$ cat config.mk
export PLATFORM = sky130hd
export DESIGN_NAME = screen_addr_responder
export DESIGN_NICKNAME = d
export VERILOG_FILES = /design/src/rtl/screen_addr_responder_pkg.sv /design/src/rtl/screen_addr_responder_rdpipe.sv /design/src/rtl/screen_addr_responder.sv
export SDC_FILE = /design/constraint.sdc
export NUM_CORES = 1
export LEC_CHECK = 0
export ABC_AREA = 1
export BUFFER_PORTS_ARGS = -buffer_cell sky130_fd_sc_hd__buf_2
export CAP_MARGIN = 20
export CORE_ASPECT_RATIO = 2
export CORE_MARGIN = 2
export CORE_UTILIZATION = 30
export CTS_CLUSTER_SIZE = 12
export DETAILED_ROUTE_END_ITERATION = 6
export PLACE_DENSITY = 0.53
export SETUP_SLACK_MARGIN = 0.4
export SLEW_MARGIN = 20
export SYNTH_ARGS = -nofsm -noshare
export SYNTH_HDL_FRONTEND = slang
export SYNTH_SLANG_ARGS = --single-unit
$ cat constraint.sdc
create_clock -name clk -period 1.7 [get_ports clk]
set_input_delay 0.34 -clock clk [delete_from_list [all_inputs] [get_ports clk]]
set_output_delay 0.34 -clock clk [all_outputs]
set_load 0.02 [all_outputs]
$ cat src/rtl/screen_addr_responder_pkg.sv
// Shared types and constants for the screen address responder.
package screen_addr_responder_pkg;

    typedef enum logic [1:0] {
        IDLE,
        READ,
        ACK
    } state_e;

    localparam int FB_WORDS_DEFAULT = 307200;
    localparam int MAX_RD_LATENCY   = 4;

    // Keeps the read pipe depth inside the supported 1..MAX_RD_LATENCY range.
    function automatic int clamp_latency(input int lat);
        if (lat < 1) return 1;
        if (lat > MAX_RD_LATENCY) return MAX_RD_LATENCY;
        return lat;
    endfunction

endpackage

$ cat src/rtl/screen_addr_responder_rdpipe.sv
// Read-latency pipe: follows each fb_rd for LATENCY cycles and tags it as
// demand (tag=0) or prefetch (tag=1), so the top knows when and what data lands.
module screen_addr_responder_rdpipe
    import screen_addr_responder_pkg::*;
#(
    parameter int LATENCY = 2
) (
    input  logic clk,
    input  logic reset,
    input  logic issue,
    input  logic tag,
    output logic out_valid,
    output logic out_tag
);

    localparam int DEPTH = clamp_latency(LATENCY);

    logic [DEPTH-1:0] valid_sr;
    logic [DEPTH-1:0] tag_sr;

    // NOTE: non-blocking assignments make every stage read its neighbour's old value, giving a true shift.
    always_ff @(posedge clk) begin
        if (reset) begin
            valid_sr <= '0;
            tag_sr   <= '0;
        end else begin
            valid_sr[0] <= issue;
            tag_sr[0]   <= tag;
            for (int i = 1; i < DEPTH; i++) begin
                valid_sr[i] <= valid_sr[i-1];
                tag_sr[i]   <= tag_sr[i-1];
            end
        end
    end

    assign out_valid = valid_sr[DEPTH-1];
    assign out_tag   = tag_sr[DEPTH-1];

endmodule

$ cat src/rtl/screen_addr_responder.sv
// Screen address responder: Nios PIO address/req in, frame-buffer word out over a four-phase req/ack.
// Optional next-address prefetch is enabled with `define SCREEN_ADDR_RESPONDER_PREFETCH_EN.
module screen_addr_responder
    import screen_addr_responder_pkg::*;
#(
    parameter int ADDR_W     = 20,
    parameter int DATA_W     = 16,
    parameter int FB_WORDS   = FB_WORDS_DEFAULT,
    parameter int RD_LATENCY = 2
) (
    input  logic              clk,
    input  logic              reset,
    input  logic [ADDR_W-1:0] addr_in,
    input  logic              req,
    output logic [ADDR_W-1:0] fb_addr,
    output logic              fb_rd,
    input  logic [DATA_W-1:0] fb_rdata,
    output logic [DATA_W-1:0] rdata,
    output logic              ack,
    output logic              err
);

    localparam logic [ADDR_W-1:0] FB_LIMIT = ADDR_W'(FB_WORDS);

    state_e state;
    logic   fb_pf;
    logic   pf_wait;
    logic   pipe_valid;
    logic   pipe_pf;

    screen_addr_responder_rdpipe #(
        .LATENCY(RD_LATENCY)
    ) u_rdpipe (
        .clk      (clk),
        .reset    (reset),
        .issue    (fb_rd),
        .tag      (fb_pf),
        .out_valid(pipe_valid),
        .out_tag  (pipe_pf)
    );

`ifdef SCREEN_ADDR_RESPONDER_PREFETCH_EN
    logic [ADDR_W-1:0] addr_q;
    logic [ADDR_W-1:0] pf_addr;
    logic [DATA_W-1:0] pf_data;
    logic [ADDR_W-1:0] next_q;
    logic [ADDR_W-1:0] next_in;
    logic              pf_valid;
    logic              pf_pending;
    logic              pf_hit;

    assign next_q  = addr_q + ADDR_W'(1);
    assign next_in = addr_in + ADDR_W'(1);
    assign pf_wait = pf_pending;
    assign pf_hit  = pf_valid && (addr_in == pf_addr);

    // NOTE: pf_data needs no reset; it is never used unless pf_valid, which is reset.
    always_ff @(posedge clk) begin
        if (pipe_valid && pipe_pf) pf_data <= fb_rdata;
    end
`else
    assign fb_pf   = 1'b0;
    assign pf_wait = 1'b0;
`endif

    always_ff @(posedge clk) begin
        if (reset) begin
            state   <= IDLE;
            fb_addr <= '0;
            fb_rd   <= 1'b0;
            rdata   <= '0;
            ack     <= 1'b0;
            err     <= 1'b0;
`ifdef SCREEN_ADDR_RESPONDER_PREFETCH_EN
            addr_q     <= '0;
            pf_addr    <= '0;
            pf_valid   <= 1'b0;
            pf_pending <= 1'b0;
            fb_pf      <= 1'b0;
`endif
        end else begin
            fb_rd <= 1'b0;
`ifdef SCREEN_ADDR_RESPONDER_PREFETCH_EN
            if (pipe_valid && pipe_pf) begin
                pf_valid   <= 1'b1;
                pf_pending <= 1'b0;
            end
`endif
            case (state)
                IDLE: begin
                    // A request arriving while a prefetch is in flight waits for it to land.
                    if (req && !pf_wait) begin
`ifdef SCREEN_ADDR_RESPONDER_PREFETCH_EN
                        addr_q   <= addr_in;
                        pf_valid <= 1'b0;
                        if (pf_hit) begin
                            rdata <= pf_data;
                            err   <= 1'b0;
                            ack   <= 1'b1;
                            state <= ACK;
                            if (next_in < FB_LIMIT) begin
                                fb_rd      <= 1'b1;
                                fb_pf      <= 1'b1;
                                fb_addr    <= next_in;
                                pf_addr    <= next_in;
                                pf_pending <= 1'b1;
                            end
                        end else
`endif
                        if (addr_in >= FB_LIMIT) begin
                            rdata <= '0;
                            err   <= 1'b1;
                            ack   <= 1'b1;
                            state <= ACK;
                        end else begin
                            fb_rd   <= 1'b1;
                            fb_addr <= addr_in;
`ifdef SCREEN_ADDR_RESPONDER_PREFETCH_EN
                            fb_pf   <= 1'b0;
`endif
                            state   <= READ;
                        end
                    end
                end
                READ: begin
                    if (pipe_valid && !pipe_pf) begin
                        rdata <= fb_rdata;
                        err   <= 1'b0;
                        ack   <= 1'b1;
                        state <= ACK;
`ifdef SCREEN_ADDR_RESPONDER_PREFETCH_EN
                        if (next_q < FB_LIMIT) begin
                            fb_rd      <= 1'b1;
                            fb_pf      <= 1'b1;
                            fb_addr    <= next_q;
                            pf_addr    <= next_q;
                            pf_pending <= 1'b1;
                        end
`endif
                    end
                end
                ACK: begin
                    if (!req) begin
                        ack   <= 1'b0;
                        state <= IDLE;
                    end
                end
                default: state <= IDLE;
            endcase
        end
    end

endmodule
==> summary.txt <==
Leading area contributor after synthesis -> dfxtp_1
Overall routing resource usage -> 0.1361
Max-slew headroom -> 0.7808
Compound-Gate Fraction of Synth Area -> 0.03741
Antenna violations before repair -> 0
Synth area leaders -> dfxtp_1 (46%), nor2_1 (16%), nand2_1 (15%)
Minimum clock period -> 1.274 ns
Register area share after synthesis -> 0.4596
Type of the worst setup path -> flop to flop
Largest net degree at the start of global routing -> 29
H-Tree Depth -> 2
Final setup fails -> 0
Post-Syn Area -> 0.001873 sq mm
Status -> finished, final reports clean
Startpoint types -> flop
Actual slew at the worst max-slew pin -> 0.3285 ns
#FFs+latches synth -> 43
Reg clk slew, reported paths -> 0.06 ns
Critical path arrival -> 1.44 ns
GR Overflow Total -> 0
Gpl congestion -> 0.7500
CP Cell Sequence -> nor2_4 -> nand2_2 -> nand2_2 -> nor2_4 -> buf_6 -> buf_6 -> a21oi_1 -> nor2_1
Power density over the cells -> 1076 mW/mm^2
Simple-Gate Fraction of Synth Area -> 0.3587
Die Area -> 0.006930 sq mm
Die width -> 59.87 microns
Pre-CTS WS -> 0.1561 ns
Mapped Cells -> 297
Critical Path Slowest Stage Cell -> dfxtp_4
CTS Buf Count -> 5
Main synth FF type -> dfxtp_1
# DRC -> 0
HPWL after DPL -> 3387 microns
Final worst slack -> 0.4261 ns
CTS tree -> yes
First-pass DRT Iterations -> 4
Num rows -> 40
Crit share post-route -> 0.7494
Post-layout util -> 0.4413
Nets -> 422
Largest stage delay, worst path -> 0.36 ns
I/O Pins -> 78
Crit-path max FO -> 6
Worst hold path class -> primary input to flop
Top cell type's share of synthesized area -> 0.4596
Via count -> 1908
Die Span Y -> 115.7 microns
Initial DRC Count -> 58
Warnings from Yosys -> 0
Buf+Inv Stages, Crit Path -> 2
Avg Inst Size Synth -> 6.307 sq um
Mux contribution to synthesized area -> 0
Setup TNS -> 0 ns
Vias per cell -> 4.288
Setup Skew -> 0.004221 ns
CTS Hold Bufs -> 0
Wire per inst -> 10.84 microns
Synth Area in Adders -> 0
EDFF count, synth -> 0
Worst reg2reg startpoint -> state[0]
Ant. Diodes -> 0
Combinational family with the most area after synthesis -> simple AND/OR/NAND/NOR gates
CP startpoint -> state[0]
Core Box Area -> 0.006006 sq mm
Most frequent cell after synthesis -> nor2_1
Post-synth cell types -> 14
Lkg Pwr -> 1.524 nW
Clk buf depth -> 2
CP Data Required Time -> 1.87 ns
Antenna Violating Nets Remaining -> 0
Synthesized Nets -> 336
Worst hold start -> addr_in[11]
CTS root buffer -> clkbuf_16
Post-Place Cells -> 431
Max Slew Vio Count -> 0
CP top delay family -> simple AND/OR/NAND/NOR gates
Fraction of synthesized cell area in xor and xnor cells -> 0
Vias in the first global route -> 1668
Clock Latency Late Sink -> 0.27 ns
Routed WL -> 4822 microns
RSZ-0062 raised after global routing -> yes
Max_cap viols -> 0
Port bufs -> 77
Max Clock Freq -> 785.0 MHz
First-pass GRT wire length -> 7162 microns
Peak VDD IR -> 747.6 uV
Post-synth ARST share -> 0
Sink Count -> 43
Initial core utilization -> 0.3119
P&R area growth vs syn -> 41.48%
Post-Layout Cell Count -> 445
Worst Setup End Kind -> flop
WHS -> 0.2831 ns
Layout cells sized above 1 -> 0.3037
Fill count -> 666
Post-synth top cells -> nor2_1 (79), nand2_1 (77), inv_1 (55)
Final Hold Vio Count -> 0
==> routing by layer <==
metal,share of wire,wire (microns),GRT usage
met3,0.033,157,0.02567
met2,0.59,2822,0.2572
met5,0,0,0
met4,0.013,61,0.05333
met1,0.37,1780,0.1393
==> cell families after synthesis <==
logic type	count (synthesis)
compound gates	14
simple gates	172
buf+inv	68
flops	43
==> registers in the layout, summed over array words and instances (netlist names) <==
register,count
state,2
fb_addr,20
err,1
rdata,16
u_rdpipe.valid_sr,2
ack,1
fb_rd,1
==> report_power, final <==
part           leakage (nW)  internal [mW]  switching [mW]
Sequential            0.354           1.12          0.0660
Combinational          1.11          0.308           0.485
Clock                0.0628          0.528           0.346
==> final cells by class <==
cell class | count | area, sq um | share of cell area
multi-input cells | 188 | 843.3 | 0.3182
inverters | 55 | 212.7 | 0.08026
flip-flops and latches | 43 | 868.3 | 0.3277
clock buffers | 6 | 128.9 | 0.04863
well taps | 63 | 78.83 | 0.02975
repair inverters | 1 | 7.507 | 0.002833
repair buffers | 89 | 510.5 | 0.1926
==> path summary, 6_finish.rpt <==
| check | cells past startpoint | slack (ns) | to |
|---|---|---|---|
| worst min-delay path | 3 | 0.28 | fb_addr[11] |
| worst min register to register | 2 | 0.40 | u_rdpipe.valid_sr[1] |
| worst max register to register | 8 | 0.43 | rdata[12] |
| worst max-delay path | 8 | 0.43 | rdata[12] |
==> worst min-delay path, delay by kind of cell <==
family | cells | cell delay (ns)
buffers and inverters | 1 | 0.07
and+or+nand+nor | 2 | 0.11
==> timing repair <==
action / 4_1_cts / 5_1_grt
cloned: 1 / 3
setup buffers: 0 / 4
resized for setup: 4 / 30
pin swaps: 0 / 9
setup endpoints to repair: 12 / 39
==> per-stage QoR <==
| step | total power, mW | instance area [sq um] |
|---|---|---|
| final | 2.852 | 2650 |
| after global routing | 3.035 | 2650 |
| after CTS | 2.774 | 2487 |
| after detailed placement | 1.872 | 2338 |
| after global placement | 1.862 | 2338 |
| after floorplan | 1.657 | 1873 |
==> placed cells by master, fill, tap and decap left out, types with 3 or more instances in the layout <==
cell type and count:
a21oi_1 8, a21oi_2 4, buf_2 77, buf_4 5, buf_6 6, clkbuf_16 5
dfxtp_1 41, inv_1 53, nand2_1 75, nand2_2 3, nand3_1 7, nand3_2 3
nor2_1 78, nor2_4 3
Power figures use the tool's default switching activity.
